`src/rtl/pipe_skid_stage.sv`:
```
// Elastic valid/ready pipeline stage with a two-entry skid buffer.
// in_ready is decoded from the state register only, so a consumer stall never reaches the producer combinationally.
module pipe_skid_stage #(
  parameter int SIZE = 32
) (
  input  logic            clk,
  input  logic            reset,
  input  logic            flush,
  input  logic            in_valid,
  output logic            in_ready,
  input  logic [SIZE-1:0] in,
  output logic            out_valid,
  input  logic            out_ready,
  output logic [SIZE-1:0] out,
  output logic [1:0]      count
);

  // State encoding doubles as the occupancy count.
  typedef enum logic [1:0] {
    EMPTY = 2'd0,
    ONE   = 2'd1,
    FULL  = 2'd2
  } state_t;

  state_t            state;
  logic   [SIZE-1:0] main;
  logic   [SIZE-1:0] skid;
  logic              accept;
  logic              pop;

  assign out_valid = (state != EMPTY);
  assign in_ready  = (state != FULL);
  assign count     = state;
  assign out       = main;

  assign accept = in_valid & in_ready;
  assign pop    = out_valid & out_ready;

  always_ff @(posedge clk) begin
    if (reset) begin
      state <= EMPTY;
      main  <= '0;
      skid  <= '0;
    end else if (flush) begin
      // Payload registers keep stale data; out_valid=0 hides it.
      state <= EMPTY;
    end else begin
      case (state)
        EMPTY: begin
          if (accept) begin
            main  <= in;
            state <= ONE;
          end
        end
        ONE: begin
          if (accept && !pop) begin
            skid  <= in;
            state <= FULL;
          end else if (accept && pop) begin
            main  <= in;
          end else if (pop) begin
            state <= EMPTY;
          end
        end
        FULL: begin
          if (pop) begin
            main  <= skid;
            state <= ONE;
          end
        end
        default: state <= EMPTY;
      endcase
    end
  end

endmodule

```
`config.mk`:
```
export PLATFORM = sky130hd
export DESIGN_NAME = pipe_skid_stage
export DESIGN_NICKNAME = d
export VERILOG_FILES = /design/src/rtl/pipe_skid_stage.sv
export SDC_FILE = /design/constraint.sdc
export NUM_CORES = 1
export LEC_CHECK = 0
export ABC_AREA = 1
export CAP_MARGIN = 15
export CORE_AREA = 2 2 118 97
export DETAILED_ROUTE_END_ITERATION = 10
export DIE_AREA = 0 0 120 99
export PLACE_DENSITY = 0.56
export SLEW_MARGIN = 0
export SYNTH_ARGS = -nofsm -noshare
export SYNTH_HDL_FRONTEND = slang
export SYNTH_SLANG_ARGS = --single-unit
```
`constraint.sdc`:
```
create_clock -name clk -period 1.4 [get_ports clk]
set_clock_uncertainty 0.2 [all_clocks]
set_input_delay 0.14 -clock clk [delete_from_list [all_inputs] [get_ports clk]]
set_output_delay 0.14 -clock clk [all_outputs]
set_load 0.01 [all_outputs]
```
==> results_dict.tcl <==
set metrics [dict create \
    numCtsBuffers 9 \
    dp.cells 690 \
    start_util_pct 29.4 \
    synth_top_area_share_pct 42.1 \
    p_leak_nw 2.30 \
    ant_nets 0 \
    ff2ff_setup_slack_ns -0.13 \
    fmax_ghz 0.655 \
    synth_cells 482 \
    ir_drop_mv 0.512 \
    row_count 34 \
    routed_via_density 4.73 \
    num-fill-cells 1057 \
    mappedNetlistNets 519 \
    worstPathRequired_ns 1.46 \
    multi_input_area_um2 2000 \
    synth_seq_area_share_pct 42.1 \
    hold_buffers 0 \
    post-route-util_pct 49.3 \
    drt-total-wl_mm 10.4 \
    crit_chain "buf_6, nand2_4, nor2_4, buf_6, buf_12, buf_8, nand3_1, a21oi_1" \
    path_clk_slew_ns 0.06 \
    setup_violations 66 \
    holdWs_ns 0.189 \
    instances_no_fill 724 \
    wl_per_cell_um 14.3 \
    max_cap_violations 0 \
    vias 3423 \
    insertion_delay_ns 0.33 \
    syn_avg_cell_area_um2 6.52 \
    drive_above_1_share_pct 29.3 \
    netlist_top_cells_area "dfxtp_1 (42%), nand2_1 (16%), nand3_1 (16%)" \
    die_y_um 99 \
    drtPass1Iterations 5 \
    clock_sinks 66 \
    io_pins 73 \
    grt_pass1_wl_mm 16.1 \
    violations "setup timing" \
    grt_max_degree 26 \
    p_total_mw 5.03 \
    rsz0062_at_grt "yes" \
    drt_iter0_drc 194 \
    final_nets 612 \
    regArea_um2 1330 \
    area_growth_pct 67.5 \
    hpwl_mm 6.06 \
    finalWorstSetupSlack_ns -0.127 \
    h-tree-depth 3 \
    layout_commonest_cell "nand2_1" \
    slowest_delay_ns 0.38 \
    post-place-ws_ns -0.415 \
    syn_area_um2 3140 \
    crit_fanout 7 \
    cts_tree "built" \
    fp.coreArea_um2 10700 \
    ys_ff_latch 66 \
    status "finished, violations left" \
    synth.distinct_cells 17 \
    final_cell_mix "nand2_1 (105), nor2_1 (64), dfxtp_1 (64)" \
    die_area_um2 11900 \
    antenna_cells 0 \
    power_density_nw_per_um2 956 \
    fin_crit_ns 1.53 \
    fp.dieW_um 120 \
    crit_path_end_kind "flip-flop" \
    cts_root_buf "clkbuf_16" \
    cts_buffer_depth 2 \
    place.gp.congestion 0.772 \
    tightest_slew_ns 0.349 \
    antenna_found_initial 0 \
    path_class "reg -> reg" \
    io_buffers 72 \
    relSlewSlack_pct 76.7 \
    cpMaxStageDelayCell "dfxtp_4" \
    fin_crit_sh_pct 109 \
    grt_pass1_vias 3195 \
    route.detailed.drc 0 \
    post-synth-top-area-cell "dfxtp_1" \
    gr-total-overflow 0 \
    drv_slew 0 \
    hold_viol_final 0 \
    hold_path.class "in -> reg" \
    critPathArrivalTime_ns 1.58 \
    grt_use_total_pct 17.1 \
    ys_warn_count 0 \
    cpMostUsedCell "buf_6" \
    critPathLaunchType "flip-flop" \
]
-- report_power, final --
part,internal [mW],switching [mW]
Combinational,0.435,0.486
Clock,1.21,0.890
Sequential,1.96,0.0455
-- layer usage --
metal	vias to the layer above	routed length, um	GRT usage [%]
met5	-	0	0
met4	0	94	3.80
met3	10	514	4.40
met2	99	4900	27.8
met1	1597	4870	22.7
li1	1717	-	-
-- kinds of logic after synthesis --
| logic type | count (synthesis) | share of synthesized area [%] |
|---|---|---|
| AOI/OAI and AO/OA | 37 | 6.02 |
| DFF | 66 | 42.1 |
| buffers and inverters | 76 | 11.2 |
| and+or+nand+nor | 303 | 40.8 |
-- final timing paths --
kind              startpoint  endpoint  depth (start not counted)
hold / removal      in_valid  count[0]                          4
setup / recovery    count[0]   skid[9]                          8
hold reg to reg      skid[3]   skid[3]                          2
setup reg to reg    count[0]   skid[9]                          8
-- cell type report --
type | count | share of cell area, %
Clock inverter | 7 | 1.02
Sequential cell | 66 | 25.3
Inverter | 41 | 3.02
Multi-Input combinational cell | 340 | 38.0
Timing Repair Buffer | 117 | 25.0
Tap cell | 144 | 3.43
Clock buffer | 9 | 4.28
-- timing repair --
item / in CTS / in global routing
pin swaps: 16 / 19
setup endpoints to repair: 101 / 68
resized for setup: 81 / 108
cloned: 8 / 2
setup buffers: 9 / 0
-- cell usage after synthesis --
| master | instances |
|---|---|
| nand2_1 | 136 |
| nand3_1 | 98 |
| dfxtp_1 | 66 |
| nor2_1 | 65 |
| inv_1 | 37 |
| a21oi_1 | 35 |
| buf_2 | 10 |
| buf_4 | 10 |
| clkbuf_1 | 10 |
| buf_1 | 3 |
| inv_2 | 3 |
| buf_6 | 2 |
| nand2_2 | 2 |
| nor2_4 | 2 |
| a21oi_2 | 1 |
| clkinv_1 | 1 |
| o21ai_0 | 1 |
-- worst max-delay path, delay by kind of cell (launching register included) --
kind | cells | cell delay, ns
buffers and inverters | 4 | 0.50
flip-flops | 1 | 0.38
AO/OA/AOI/OAI | 1 | 0.14
AND/OR/NAND/NOR | 3 | 0.24
-- sequential cells by signal, summed over array words and instances (netlist names) --
register and count:
count 2, out 32, skid 32
-- stage by stage --
step                TNS [ns]  instance area, um^2
floorplan           -0.00978                 3220
global placement      -23.59                 4160
detailed placement    -24.76                 4160
CTS                    -3.78                 4810
global route           -9.60                 5260
finish                 -5.61                 5260
No activity file was read; power rests on OpenSTA's default activity.
